<file path="config.mk">
export PLATFORM = sky130hd
export DESIGN_NAME = bch_chien_search
export DESIGN_NICKNAME = d
export VERILOG_FILES = /design/src/rtl/bch_gf_pkg.sv /design/src/rtl/gf_const_mul.sv /design/src/rtl/bch_chien_search.sv
export SDC_FILE = /design/constraint.sdc
export NUM_CORES = 2
export LEC_CHECK = 0
export BUFFER_PORTS_ARGS = -buffer_cell sky130_fd_sc_hd__buf_4
export CORE_UTILIZATION = 45
export DETAILED_ROUTE_END_ITERATION = 10
export SLEW_MARGIN = 25
export SYNTH_ARGS = -nofsm -noshare
export SYNTH_HDL_FRONTEND = slang
export SYNTH_HIERARCHICAL = 1
export SYNTH_SLANG_ARGS = --single-unit
</file>
<file path="constraint.sdc">
create_clock -name clk -period 3.4 [get_ports clk]
set_input_delay 0.34 -clock clk [delete_from_list [all_inputs] [get_ports clk]]
set_output_delay 0.34 -clock clk [all_outputs]
set_load 0.02 [all_outputs]
</file>
<file path="src/rtl/bch_gf_pkg.sv">
// GF(2^13) helpers shared by the BCH decoder: field constants, constant-multiplier
// matrix construction and the Chien-search FSM state type.
package bch_gf_pkg;

    localparam int M        = 13;
    localparam int GF_ORDER = (1 << M) - 1;
    localparam logic [M:0] PRIM_POLY = 14'h201B;  // x^13 + x^4 + x^3 + x + 1

    typedef logic [M-1:0]          gf_t;
    typedef logic [M-1:0][M-1:0]   gf_mat_t;

    typedef enum logic [1:0] {
        ST_IDLE,
        ST_RUN,
        ST_FIN
    } chien_state_t;

    function automatic gf_t gf_mul_alpha(input gf_t a);
        return {a[M-2:0], 1'b0} ^ (a[M-1] ? PRIM_POLY[M-1:0] : '0);
    endfunction

    function automatic gf_t gf_mul(input gf_t a, input gf_t b);
        gf_t acc = '0;
        gf_t sh  = a;
        for (int i = 0; i < M; i++) begin
            if (b[i]) acc ^= sh;
            sh = gf_mul_alpha(sh);
        end
        return acc;
    endfunction

    // Square-and-multiply keeps elaboration cheap even for exponents near 8190.
    function automatic gf_t gf_alpha_pow(input int e);
        gf_t res  = gf_t'(1);
        gf_t base = gf_t'(2);
        int  r    = e % GF_ORDER;
        for (int i = 0; i < M; i++) begin
            if (r[i]) res = gf_mul(res, base);
            base = gf_mul(base, base);
        end
        return res;
    endfunction

    // Row i is the product alpha^e * alpha^i, i.e. the contribution of input bit i.
    function automatic gf_mat_t gf_const_matrix(input int e);
        gf_mat_t mat;
        gf_t     col = gf_alpha_pow(e);
        for (int i = 0; i < M; i++) begin
            mat[i] = col;
            col    = gf_mul_alpha(col);
        end
        return mat;
    endfunction

endpackage

</file>
<file path="src/rtl/gf_const_mul.sv">
// Combinational GF(2^13) constant multiplier: c = a * alpha^EXP as a fixed XOR network.
module gf_const_mul
    import bch_gf_pkg::*;
#(
    parameter int EXP = 1
) (
    input  logic [M-1:0] a,
    output logic [M-1:0] c
);

    localparam gf_mat_t MAT = gf_const_matrix(EXP);

    // NOTE: assigning a default before the loop keeps this block free of inferred latches.
    always_comb begin
        c = '0;
        for (int i = 0; i < M; i++) begin
            if (a[i]) c ^= MAT[i];
        end
    end

endmodule

</file>
<file path="src/rtl/bch_chien_search.sv">
// Serial Chien search: evaluates the error-locator polynomial at one codeword
// position per cycle, flags roots, and reports the root count and decode failure.
module bch_chien_search
    import bch_gf_pkg::*;
#(
    parameter int T  = 32,
    parameter int N  = 8191,
    parameter int CW = 6
) (
    input  logic                 clk,
    input  logic                 rst_n,
    input  logic                 lambda_valid,
    output logic                 lambda_ready,
    input  logic [(T+1)*M-1:0]   lambda,
    input  logic [CW-1:0]        lambda_deg,
    output logic                 err_valid,
    output logic                 err_flag,
    output logic [12:0]          err_pos,
    output logic                 done,
    output logic [CW-1:0]        err_count,
    output logic                 fail
);

    // Shortened code: position N-1 corresponds to alpha^OFF, not alpha^1.
    localparam int            OFF      = (8192 - N) % GF_ORDER;
    localparam logic [12:0]   POS_LAST = 13'(N - 1);
    localparam logic [CW-1:0] CNT_MAX  = '1;

    chien_state_t state, state_nxt;
    logic         load, step, finish;

    gf_t           lam0;
    logic [CW-1:0] deg;
    logic [12:0]   pos;
    gf_t           r      [1:T];
    gf_t           r_step [1:T];
    gf_t           r_init [1:T];
    gf_t           sum;

    for (genvar j = 1; j <= T; j++) begin : g_coef
        gf_const_mul #(.EXP(j)) u_step (
            .a (r[j]),
            .c (r_step[j])
        );
        gf_const_mul #(.EXP((j * OFF) % GF_ORDER)) u_off (
            .a (lambda[j*M +: M]),
            .c (r_init[j])
        );
    end

    always_comb begin
        sum = lam0;
        for (int j = 1; j <= T; j++) sum ^= r[j];
    end

    always_ff @(posedge clk or negedge rst_n) begin
        if (!rst_n) state <= ST_IDLE;
        else        state <= state_nxt;
    end

    always_comb begin
        state_nxt = state;
        case (state)
            ST_IDLE: if (lambda_valid && lambda_ready) state_nxt = ST_RUN;
            ST_RUN:  if (pos == '0) state_nxt = ST_FIN;
            ST_FIN:  state_nxt = ST_IDLE;
            default: state_nxt = ST_IDLE;
        endcase
    end

    always_comb begin
        load   = (state == ST_IDLE) && lambda_valid && lambda_ready;
        step   = (state == ST_RUN);
        finish = (state == ST_FIN);
    end

    // NOTE: non-blocking assignments here so every register samples pre-edge values.
    always_ff @(posedge clk or negedge rst_n) begin
        if (!rst_n) begin
            // NOTE: coefficient registers are reset too, so an aborted search leaves no stale state.
            for (int j = 1; j <= T; j++) r[j] <= '0;
            lam0         <= '0;
            deg          <= '0;
            pos          <= '0;
            lambda_ready <= 1'b0;
            err_valid    <= 1'b0;
            err_flag     <= 1'b0;
            err_pos      <= '0;
            done         <= 1'b0;
            err_count    <= '0;
            fail         <= 1'b0;
        end else begin
            // Ready lags the IDLE state by one cycle, giving an N+3 cycle turnaround.
            lambda_ready <= (state == ST_IDLE) && !load;
            err_valid    <= step;
            done         <= finish;
            if (load) begin
                for (int j = 1; j <= T; j++) r[j] <= r_init[j];
                lam0      <= lambda[M-1:0];
                deg       <= lambda_deg;
                pos       <= POS_LAST;
                err_count <= '0;
                fail      <= 1'b0;
            end
            if (step) begin
                for (int j = 1; j <= T; j++) r[j] <= r_step[j];
                err_flag <= (sum == '0);
                err_pos  <= pos;
                pos      <= pos - 13'd1;
                if (sum == '0 && err_count != CNT_MAX) err_count <= err_count + 1'b1;
            end
            if (finish) begin
                fail <= (err_count != deg) || (int'(deg) > T) || (lam0 == '0);
            end
        end
    end

endmodule

</file>
==> impl_results.md <==
- TritonCTS clock tree: yes
- # rows: 116
- Multi-input logic area: between 30,000 and 40,000 µm²
- Max clock buf depth: 3
- Fin. Hold Viols: 0
- Worst hold-check path type: primary input to register
- Post-synth cell types: 49
- Post-Syn Nets: around 5,400
- Post-Synthesis Cells: a little under 5,000
- Die W: approximately 320 µm
- Largest net degree at the start of global routing: 138
- DRC: 0
- Layout area overhead: 15.31%
- Skew final: roughly 0.016 ns
- Reg clk slew, reported paths: 0.06 ns
- Fin crit share: between 90% and 100%
- Yosys warns: 6
- Initial antenna violation count: 8
- Routed wire length: between 100,000 and 150,000 µm
- F_max: between 300 and 400 MHz
- Worst-Margin Slew: ~0.76 ns
- Initial Util: between 40 and 50%
- Max Cap Viol: 0
- Routed len/inst: around 19 µm
- Seq/Total Area, Yosys: between 20% and 30%
- GRT Residual Overflow: 0
- Commonest non-fill, non-tap cell in the layout: xnor2_1
- Post-DRT Antenna Nets: 0
- Commonest cells after routing, fill and taps aside: xnor2_1, nand2_1, buf_4
- Final net count: around 5,700
- Slew margin rel.: between 40% and 50%
- Core box area: 100,600 µm²
- Number of diodes: 0
- Startpoint types: register
- CP Class: register to register
- Fillcell total: between 9,000 and 10,000
- Setup TNS: 0 ns
- Dpl hpwl: between 90,000 and 100,000 µm
- FF+latch count, synth: around 470
- Ports: approximately 460
- TritonRoute pass-1 iters: 7
- Finish-stage setup viols: 0
- Vias per cell: between 5 and 6
- Worst skew pair latency: 0.65 ns
- Htree depth: 2
- Minimum clock period: approximately 3.3 ns
- Die Area: between 100,000 and 150,000 µm²
- Max Slew Vio Count: 0
- Status: completed
- Hold_buf cts: 56
- Vias: 33,521
- Die height: roughly 320 µm
- Root Buffer: clkbuf_16
- IO Port Bufs: approximately 460
- Gpl congestion: approximately 0.9
- Worst Path Required: a little under 4 ns
- Post_cts resized: 0
- Post-Syn Area: roughly 46,000 µm²
- Clock Sinks: 474
- Starting DRT DRC Count: between 2,000 and 2,500
- CTS Buf Count: a little under 60
- Non-Filler Instances: about 6,600
- Share of cells above drive strength 1: 15.11%
- Register Area: about 12,000 µm²
- RSZ-0062 raised after global routing: false
- Crit-path max FO: 7
- Element type at the critical path end: register
- Setup Fix Bufs, Post-CTS: 0
- Syn Area/Cell: around 9.3 µm²
- Gr usage total: 24.46%
- Cell total after placement: 6,473
- CP arrival: roughly 3.8 ns
- Vias in the first global route: around 34,000
- Global-route wire length before repair: about 200,000 µm
worst paths after layout:
path | from | end | slack, ns | cells after the start
min in group asynchronous | rst_n | r[291] | 0.30 | 2
min reg2reg | err_pos[10] | err_pos[10] | 0.48 | 2
max | r[58] | err_count[4] | 0.14 | 10
min | lambda[14] | r[405] | 0.03 | 3
max reg2reg | r[58] | err_count[4] | 0.14 | 10
max in group asynchronous | rst_n | done | 2.16 | 4
final cells by class:
type | count | area share, %
multi-input cells | 4101 | 61.13
flip-flops and latches | 474 | 22.41
repair buffers | 589 | 9.105
well taps | 1357 | 3.207
clock buffers | 74 | 3.101
clock inverters | 34 | 0.9762
inverters | 8 | 0.07091
flip-flops by register name (all words and copies together), names as in the netlist, 2 cells and up:
signal / count
err_count: 6
r: 416
pos: 13
state: 2
deg: 6
err_pos: 13
lam0: 13
synthesized netlist by cell type, drive strengths merged:
master   instances  area share, %
a21oi            8          0.087
a21boi           1          0.016
and3             4          0.057
nand2          935            7.6
nor4bb           1          0.022
xnor3          205             10
buf            131            2.0
clkbuf         201            1.7
o211ai           1          0.046
ha               2          0.055
o2111ai          1          0.019
mux2i            3          0.065
a31oi          424            5.8
or2              1          0.014
nand4b           1          0.019
and2             1          0.014
nand4            4          0.068
nand3            4          0.044
nor2b            2          0.027
nand2b           1          0.014
o21ai            9          0.098
or4              1          0.016
nor4             8           0.11
a32o             1          0.022
nor3            15           0.17
xnor2         1469             29
xor2           515             11
a211oi           7           0.11
inv              8          0.065
o22a             1          0.019
and4             2          0.038
dfrtp          474             26
xor3            44            2.3
a31o             1          0.019
nor2           429            3.5
metal layers:
metal / vias up / global-route usage [%] / share of wire (%)
met5: - / 0 / 0.053
met4: 12 / 6.910 / 2.8
met3: 154 / 2.865 / 4.9
met2: 799 / 40.48 / 48
met1: 16201 / 33.59 / 44
li1: 16355 / - / -
critical path, stage by stage (launching register included):
cell and delay [ns]:
dfrtp_1 0.47, xnor2_1 0.42, xnor2_1 0.22, xnor2_1 0.42, xnor3_1 0.42, xnor2_1 0.15, nor4_1 0.28, and4_1 0.31
buf_4 0.19, nand4_2 0.11, mux2i_1 0.15
logic make-up (layout without fill, tap and decap cells):
group | Yosys count | count (layout) | share of synthesized area (%)
AO/OA/AOI/OAI | 454 | 454 | 6.220
XOR/XNOR | 2233 | 2233 | 52.33
adder cells (fa/ha/maj) | 2 | 2 | 0.05450
buffers and inverters | 340 | 705 | 3.723
flip-flops | 474 | 474 | 25.84
multiplexers | 3 | 3 | 0.06542
AND/OR/NAND/NOR | 1409 | 1409 | 11.77
per-stage QoR:
| step | hold WS, ns | instance area [µm²] | utilization, % | setup slack (ns) |
|---|---|---|---|---|
| final | 0.02871 | 52940 | 52.63 | 0.1419 |
| after detailed placement | 0.3897 | 50210 | 49.92 | 0.1181 |
| after global placement | 0.3874 | 50210 | 49.92 | 0.1816 |
| after CTS | 0.003292 | 52930 | 52.62 | 0.1240 |
| after global routing | 0.02634 | 52940 | 52.63 | 0.05175 |
| after floorplan | 0.04441 | 45910 | - | 0.9880 |
Power is left out: the tool's default activity adds up to more than one toggle a clock period on the data nets, which glitch-free logic cannot reach.
